## src/rtl/response_encoder_if.sv

```systemverilog
// Encoder bus: send request and frame data from the control side, plus the
// byte/start/busy path to the UART transmitter and the frame status flags.
interface response_encoder_if #(
  parameter int PAYLOAD_BYTES = 4
);
  // cmd_send is accepted only on a cycle where busy=0 (and not during done);
  // tx_start is a one-cycle strobe qualifying tx_byte, issued only while
  // tx_busy=0. The transmitter raises tx_busy while it shifts that byte out.
  logic                       cmd_send;
  logic [7:0]                 opcode;
  logic [8*PAYLOAD_BYTES-1:0] command;
  logic                       tx_busy;
  logic [7:0]                 tx_byte;
  logic                       tx_start;
  logic                       busy;
  logic                       done;
  logic                       err;

  modport master (
    output cmd_send, opcode, command, tx_busy,
    input  tx_byte, tx_start, busy, done, err
  );

  modport slave (
    input  cmd_send, opcode, command, tx_busy,
    output tx_byte, tx_start, busy, done, err
  );
endinterface

```

## src/rtl/response_encoder.sv

```systemverilog
// Serialises one response frame (opcode, payload MSB-first, optional XOR
// checksum) into single bytes for the UART transmitter, pacing on tx_busy.
module response_encoder #(
  parameter int PAYLOAD_BYTES = 4,
  parameter int CHECKSUM_EN   = 0,
  parameter int ACK_TIMEOUT   = 255
) (
  input  logic                clock,
  input  logic                reset,
  response_encoder_if.slave   bus,
  output logic [2:0]          dbg_state_o
);
  localparam int N  = 1 + PAYLOAD_BYTES + CHECKSUM_EN;
  localparam int FW = 8 * N;
  localparam int IW = (N > 1) ? $clog2(N) : 1;
  localparam int CW = (ACK_TIMEOUT > 1) ? $clog2(ACK_TIMEOUT + 1) : 1;
  localparam logic [IW-1:0] LAST_IDX = IW'(N - 1);
  localparam logic [CW-1:0] TMO_LAST = CW'(ACK_TIMEOUT - 1);

  typedef enum logic [2:0] {
    IDLE    = 3'd0,
    START   = 3'd1,
    WAIT_HI = 3'd2,
    WAIT_LO = 3'd3,
    DONE    = 3'd4
  } state_t;

  state_t        state_q, state_d;
  logic [FW-1:0] frame_q, frame_d;
  logic [IW-1:0] idx_q, idx_d;
  logic [CW-1:0] cnt_q, cnt_d;
  logic [7:0]    tx_byte_q, tx_byte_d;
  logic          tx_start_q, tx_start_d;
  logic          err_q, err_d;
  logic [FW-1:0] capture;

  // The checksum is folded into the frame at capture, so the shifter sends it
  // like any other byte.
  if (CHECKSUM_EN != 0) begin : g_csum
    logic [7:0] csum;
    always_comb begin
      csum = bus.opcode;
      for (int i = 0; i < PAYLOAD_BYTES; i++) begin
        csum = csum ^ bus.command[8*i +: 8];
      end
    end
    assign capture = {bus.opcode, bus.command, csum};
  end else begin : g_no_csum
    assign capture = {bus.opcode, bus.command};
  end

  always_ff @(posedge clock or negedge reset) begin
    if (!reset) begin
      state_q    <= IDLE;
      frame_q    <= '0;
      idx_q      <= '0;
      cnt_q      <= '0;
      tx_byte_q  <= '0;
      tx_start_q <= 1'b0;
      err_q      <= 1'b0;
    end else begin
      state_q    <= state_d;
      frame_q    <= frame_d;
      idx_q      <= idx_d;
      cnt_q      <= cnt_d;
      tx_byte_q  <= tx_byte_d;
      tx_start_q <= tx_start_d;
      err_q      <= err_d;
    end
  end

  always_comb begin
    state_d    = state_q;
    frame_d    = frame_q;
    idx_d      = idx_q;
    cnt_d      = cnt_q;
    tx_byte_d  = tx_byte_q;
    tx_start_d = 1'b0;
    err_d      = err_q;
    case (state_q)
      IDLE: begin
        if (bus.cmd_send) begin
          frame_d = capture;
          err_d   = 1'b0;
          idx_d   = '0;
          state_d = START;
        end
      end
      START: begin
        // Next byte always sits in the top of the shift register.
        if (!bus.tx_busy) begin
          tx_byte_d  = frame_q[FW-1 -: 8];
          tx_start_d = 1'b1;
          cnt_d      = '0;
          state_d    = WAIT_HI;
        end
      end
      WAIT_HI: begin
        if (bus.tx_busy) begin
          state_d = WAIT_LO;
        end else if (cnt_q == TMO_LAST) begin
          err_d   = 1'b1;
          state_d = IDLE;
        end else begin
          cnt_d = cnt_q + CW'(1);
        end
      end
      WAIT_LO: begin
        if (!bus.tx_busy) begin
          if (idx_q == LAST_IDX) begin
            state_d = DONE;
          end else begin
            idx_d   = idx_q + IW'(1);
            frame_d = frame_q << 8;
            state_d = START;
          end
        end
      end
      DONE:    state_d = IDLE;
      default: state_d = IDLE;
    endcase
  end

  assign bus.tx_byte  = tx_byte_q;
  assign bus.tx_start = tx_start_q;
  assign bus.busy     = (state_q == START) || (state_q == WAIT_HI) || (state_q == WAIT_LO);
  assign bus.done     = (state_q == DONE);
  assign bus.err      = err_q;
  assign dbg_state_o  = state_q;
endmodule

```

## src/flat_wrapper.sv

```systemverilog
// flat-port wrapper written by rule: the top's interface ports become plain ports
module response_encoder_flat 
#(
  parameter int PAYLOAD_BYTES = 4,
  parameter int CHECKSUM_EN   = 0,
  parameter int ACK_TIMEOUT   = 255
)
  (clock, reset, dbg_state_o, bus_cmd_send, bus_opcode, bus_command, bus_tx_busy, bus_tx_byte, bus_tx_start, bus_busy, bus_done, bus_err);
  response_encoder_if #(.PAYLOAD_BYTES(PAYLOAD_BYTES)) bus_i ();
  input  logic clock;
  input  logic reset;
  output logic [2:0] dbg_state_o;
  input wire logic [$bits(bus_i.cmd_send)-1:0] bus_cmd_send;
  input wire logic [$bits(bus_i.opcode)-1:0] bus_opcode;
  input wire logic [$bits(bus_i.command)-1:0] bus_command;
  input wire logic [$bits(bus_i.tx_busy)-1:0] bus_tx_busy;
  output wire logic [$bits(bus_i.tx_byte)-1:0] bus_tx_byte;
  output wire logic [$bits(bus_i.tx_start)-1:0] bus_tx_start;
  output wire logic [$bits(bus_i.busy)-1:0] bus_busy;
  output wire logic [$bits(bus_i.done)-1:0] bus_done;
  output wire logic [$bits(bus_i.err)-1:0] bus_err;
  assign bus_i.cmd_send = bus_cmd_send;
  assign bus_i.opcode = bus_opcode;
  assign bus_i.command = bus_command;
  assign bus_i.tx_busy = bus_tx_busy;
  assign bus_tx_byte = bus_i.tx_byte;
  assign bus_tx_start = bus_i.tx_start;
  assign bus_busy = bus_i.busy;
  assign bus_done = bus_i.done;
  assign bus_err = bus_i.err;
  response_encoder #(.PAYLOAD_BYTES(PAYLOAD_BYTES), .CHECKSUM_EN(CHECKSUM_EN), .ACK_TIMEOUT(ACK_TIMEOUT)) u_core (.clock(clock), .reset(reset), .bus(bus_i), .dbg_state_o(dbg_state_o));
endmodule
```

## config.mk

```make
export PLATFORM = sky130hd
export DESIGN_NAME = response_encoder_flat
export DESIGN_NICKNAME = d
export VERILOG_FILES = /design/src/rtl/response_encoder_if.sv /design/src/rtl/response_encoder.sv /design/src/flat_wrapper.sv
export SDC_FILE = /design/constraint.sdc
export NUM_CORES = 1
export LEC_CHECK = 0
export BUFFER_PORTS_ARGS = -buffer_cell sky130_fd_sc_hd__clkbuf_2
export CORE_AREA = 4 4 117 119
export DETAILED_ROUTE_END_ITERATION = 8
export DIE_AREA = 0 0 121 123
export PLACE_DENSITY_LB_ADDON = 0.15
export SYNTH_ARGS = -nofsm -noshare
export SYNTH_HDL_FRONTEND = slang
export SYNTH_SLANG_ARGS = --single-unit
export TNS_END_PERCENT = 50
```

## constraint.sdc

```tcl
create_clock -name clock -period 2.2 [get_ports clock]
set_clock_uncertainty 0.15 [all_clocks]
set_input_delay 0.22 -clock clock [delete_from_list [all_inputs] [get_ports clock]]
set_output_delay 0.22 -clock clock [all_outputs]
set_load 0.1 [all_outputs]
```

Yosys cells after proc, flatten, opt, wreduce, memory -nomap -nowiden. Index checks and enable logic that the tools add are counted.

Output and inout bits: 15. Register bits: 64.

Equal/unequal tests: 14. Add/subtract/negate cells: 2. Bitwise logic cells: 1. Reduce and logical (&&, ||, !) cells: 11. Mux-type cells: 25.

Operator list (number): 40-bit two-way mux (3); 40-bit one-hot mux with 2 select lines (1); 3-bit two-way mux (9); 8-bit two-way mux (3); 8-bit one-hot mux with 2 select lines (1); 4-bit AND reduction (4); 2-bit != test (second input constant) (6); 3-bit one-hot mux with 4 select lines (1); 8-bit by 1-bit adder with 8-bit output (second input constant) (1); 8-bit equality test (second input constant) (1); 3-bit by 2-bit equality test with 1-bit output (second input constant) (2); 3-bit equality test (second input constant) (2); 3-bit one-hot mux with 2 select lines (1); 2-bit nonzero test (3); 1-bit two-way mux (5); 3-bit by 1-bit adder with 3-bit output (second input constant) (1); 3-bit by 1-bit equality test with 1-bit output (second input constant) (1); 3-bit logical NOT (1); 3-bit by 2-bit != test with 1-bit output (second input constant) (1); 1-bit logical OR (2); 2-bit by 1-bit != test with 1-bit output (second input constant) (1); 1-bit one-hot mux with 2 select lines (1); 2-bit AND reduction (1); 1-bit NOT (1).

Logic depth before layout (Yosys ltp).
Depth in word-level cells: 4. Depth in mapped cells: 7. Gate-level depth less buffers: 6.

Worst setup path after synthesis. OpenSTA, ideal clock, no wires.

Path kind: flip-flop to output port. Start: register u_core.state_q[0], in the netlist u_core.dbg_state_o[0]. End: output port bus_busy. Setup slack: -0.785 ns. Buffers on the path: 1. Cell stages (with the launch flop): 4. Data required time: 1.830 ns. Arrival: 2.615 ns. Cell sequence: dfrtp_1 buf_1 nor2_1 nor2_1.

Cells in the longest elaborated chain, start to end: 3.

Ends and longest elaborated chain: start: declaration (RTL line response_encoder.sv:28) `state_t state_q, state_d;`; start signal: assignment (RTL line response_encoder.sv:62) `state_q <= state_d;`; 3-bit by 1-bit equality test with 1-bit output / 3-bit by 2-bit equality test with 1-bit output (equally long branches) (RTL line response_encoder.sv:126) `assign bus.busy = (state_q == START) || (state_q == WAIT_HI) || (state_q == WAIT_LO);`; 1-bit logical OR (RTL line response_encoder.sv:126); 1-bit logical OR * (RTL line response_encoder.sv:126); end: declaration (RTL line flat_wrapper.sv:19) `output wire logic [$bits(bus_i.busy)-1:0] bus_busy;`.

Mark *: on every way between the ends. The rest lies on a longest branch, timed or not.

Final worst setup path.
Start: register u_core.state_q[2], in the netlist u_core.dbg_state_o[2]. End: register u_core.cnt_q[7].

Cells in the longest elaborated chain, start to end: 3.

Ends and longest elaborated chain: 3-bit by 2-bit equality test with 1-bit output / 3-bit by 1-bit equality test with 1-bit output (equally long branches) (RTL line response_encoder.sv:80) `case (state_q)`; 2-bit != test (no source line) / 2-bit nonzero test (equally long branches); 4-bit AND reduction (no source line); end signal: assignment (RTL line response_encoder.sv:65) `cnt_q <= cnt_d;`; end: declaration (RTL line response_encoder.sv:31) `logic [CW-1:0] cnt_q, cnt_d;`.

Several ways; a longest one is shown, not always the timed one. A chain may end at the register's enable or synchronous reset.

==> impl_metrics.ini <==
[clocking]
numCtsBuffers = 9
htreeDepth = 3
cts_tree = yes
clkTransAtPathRegs_ns = 0.06
worstSkewPairLatency_ns = 0.32
ctsResizeCount = 0
clockBufferDepth = 2
cts_root_buffer = clkbuf_16
cts.sinks = 64

[die]
die_w_um = 121
dieArea_um2 = 14880
start_util = 0.2494
core_um2 = 12570
die_y_um = 123
ios = 59
std_cell_rows = 41

[worst_setup_path]
cp-end-kind = flip-flop
path_cells = or4b_4 > a41oi_1 > a21oi_1 > o21ai_0
slowest_stage = or4b_4
worstSetupStartpointType = flip-flop
r2r_start = u_core.dbg_state_o[2]$_DFFE_PN0P_
crit_path_max_fanout = 11
worstSetupPathType = flip-flop to flip-flop
required_ns = 2.29
arrival_ns = 2.13
path_buf_inv = 0
critPathTopFamily = compound AO/OA/AOI/OAI gates
cp_slowest_stage_delay_ns = 0.58
crit_path_start = u_core.dbg_state_o[2]$_DFFE_PN0P_
ff2ff_path_depth = 4
cp.depth = 4

[pwr]
seqPwrFrac = 0.322
power_leakage_nw = 1.792
powerDensity_nw_per_um2 = 1543
p_comb_frac = 0.436
peakVddDrop_uv = 586.6
power.share.switching = 0.3936
power.total_mw = 6.321
p_int_mw = 3.833
p_sw_mw = 2.488
p_clk_frac = 0.242

[sta]
hold_ws_ns = 0.03939
setup_viol = 0
rsz0062_at_grt = false
slew_viol_final = 0
hold_viol = 0
maxClockFrequency_mhz = 490.0
fin_crit_ns = 2.041
period_share = 0.9277
finalSetupTns_ns = 0
relSlewSlack = 0.6291
worst_slew_pin_slew_ns = 0.5587

[detailed_routing]
route.detailed.drc = 0
firstDrtPassIters = 4
vias = 2173
wl_per_cell_um = 14.54
final_antenna_net_count = 0
routed_wl_um = 7330
first_iter_violations = 113
post_drt_via_cell_ratio = 4.312

[synth]
ys_seq_area_frac = 0.5110
ys_warn_count = 0
syn_avg_cell_area_um2 = 12.34
ys_async_sr_fraction = 1.000
synth_ff_type = dfrtp_1
synth_seq_cells = 64
synth.distinct_cells = 39
synth-edff-count = 0
synthesis.area_um2 = 3134
syn_nets = 302
synth_cells = 254

[placement]
dp_hpwl_um = 4980
place_area_um2 = 3686
routabilityCongestion = 0.7492
io_buffers = 58

[finish]
drive_gt1_frac = 0.5060
fin_util = 0.3259
fin_area_um2 = 4096
layout.nets = 375
antennaDiodeCount = 0
areaGrowthSynthToFinish_pct = 30.70

[min_path]
hold_path_class = input port to flip-flop
hold_start = bus_cmd_send
holdPathStages = 4

[global_routing]
overflow = 0
first_global_vias = 2285
grt_pass1_wl_um = 12230
antenna_found_initial = 0
grt.total_usage = 0.1058
grt_max_degree = 42

[flow_run]
drv_cap = 0

[run_status]
outcome = completed
==> power groups by stage <==
stage | Clock, mW | Sequential, mW | Combinational (mW)
floorplan | 0 | 2.66 | 1.58
global placement | 0 | 2.05 | 2.77
detailed placement | 0 | 2.06 | 2.78
CTS | 1.58 | 2.05 | 2.81
global route | 1.63 | 2.12 | 2.98
finish | 1.53 | 2.04 | 2.76
==> registers in the layout (all words and copies together) (netlist names) <==
name	count
u_core.frame_q	40
u_core.dbg_state_o	3
u_core.bus.tx_byte	8
u_core.bus.tx_start	1
u_core.bus.err	1
u_core.idx_q	3
u_core.cnt_q	8
==> stage by stage <==
step           instances  setup slack (ns)
6_report             504            0.1590
5_1_grt              504           0.01355
4_1_cts              504            0.1306
3_5_place_dp         479            0.1573
3_3_place_gp         479            0.1790
2_1_floorplan        254           0.01456
==> per-layer routing <==
layer | global-route usage | part of all wire | vias up
met2 | 0.1553 | 0.43 | 39
met5 | 0 | 0 | -
met4 | 0.04887 | 0.015 | 0
met1 | 0.1510 | 0.52 | 1051
li1 | - | - | 1075
met3 | 0.01967 | 0.034 | 8
==> worst reg2reg max path, stage by stage (launching register included) <==
cell	delay [ns]
dfrtp_4	0.54
or4b_4	0.58
a41oi_1	0.40
a21oi_1	0.11
o21ai_0	0.17
==> cell type report <==
| class | instances | area [um2] |
|---|---|---|
| fillers | 1295 | 8472 |
| flip-flops and latches | 64 | 1610 |
| multi-input cells | 169 | 1449 |
| repair buffers | 76 | 475.5 |
| clock buffers | 9 | 225.2 |
| well taps | 172 | 215.2 |
| clock inverters | 7 | 95.09 |
| inverters | 7 | 26.28 |
==> worst paths after layout <==
path,slack [ns],end
max,0.16,u_core.cnt_q[7]$_DFFE_PN0P_
min,0.04,u_core.bus.err$_DFFE_PN0P_
max reg2reg,0.16,u_core.cnt_q[7]$_DFFE_PN0P_
min reg2reg,0.35,u_core.bus.tx_byte[4]$_DFFE_PN0P_
max in group asynchronous,1.19,u_core.dbg_state_o[0]$_DFFE_PN0P_
min in group asynchronous,0.32,u_core.bus.tx_byte[4]$_DFFE_PN0P_
==> what timing repair did <==
item,CTS,global route
endpoints found under the hold margin,72,0
buffers inserted,0,0
hold buffers,9,0
==> logic make-up (layout without fill, tap and decap cells) <==
group / count (synthesis) / count (layout) / synth area share
AOI/OAI and AO/OA: 46 / 46 / 0.09741
adders and majority gates: 4 / 4 / 0.01597
buffers and inverters: 21 / 99 / 0.03194
DFF: 64 / 64 / 0.5110
muxes: 72 / 72 / 0.2587
and+or+nand+nor: 47 / 47 / 0.08503
==> synthesized netlist by cell type (all sizes together) (2+ instances only) <==
cell	n	share of area
or3	3	0.0060
dfrtp	64	0.51
a31oi	3	0.0080
ha	4	0.016
a21oi	5	0.0080
mux2	72	0.26
nand2	14	0.017
o21ai	19	0.030
buf	7	0.015
nand3	5	0.0080
nor2b	4	0.0080
nor3b	3	0.0072
and2	2	0.0040
nand4	3	0.0060
nor2	6	0.0096
clkbuf	7	0.0084
o31ai	11	0.026
inv	7	0.0084
==> placed cells by master (no fill, tap or decap), drive strengths merged, types with 2 or more instances in the layout <==
cell type / synthesis / layout
bufinv: 0 / 2
clkbuf: 7 / 65
nor3b: 3 / 3
nand4: 3 / 3
dfrtp: 64 / 64
mux2: 72 / 72
o31ai: 11 / 11
a21oi: 5 / 5
o21ai: 19 / 19
or3: 3 / 3
nand3: 5 / 5
and2: 2 / 2
dlygate4sd3: 0 / 9
ha: 4 / 4
inv: 7 / 8
a31oi: 3 / 3
nor2: 6 / 6
nor2b: 4 / 4
buf: 7 / 11
clkinv: 0 / 3
nand2: 14 / 14
No activity file was read; power rests on OpenSTA's default activity.
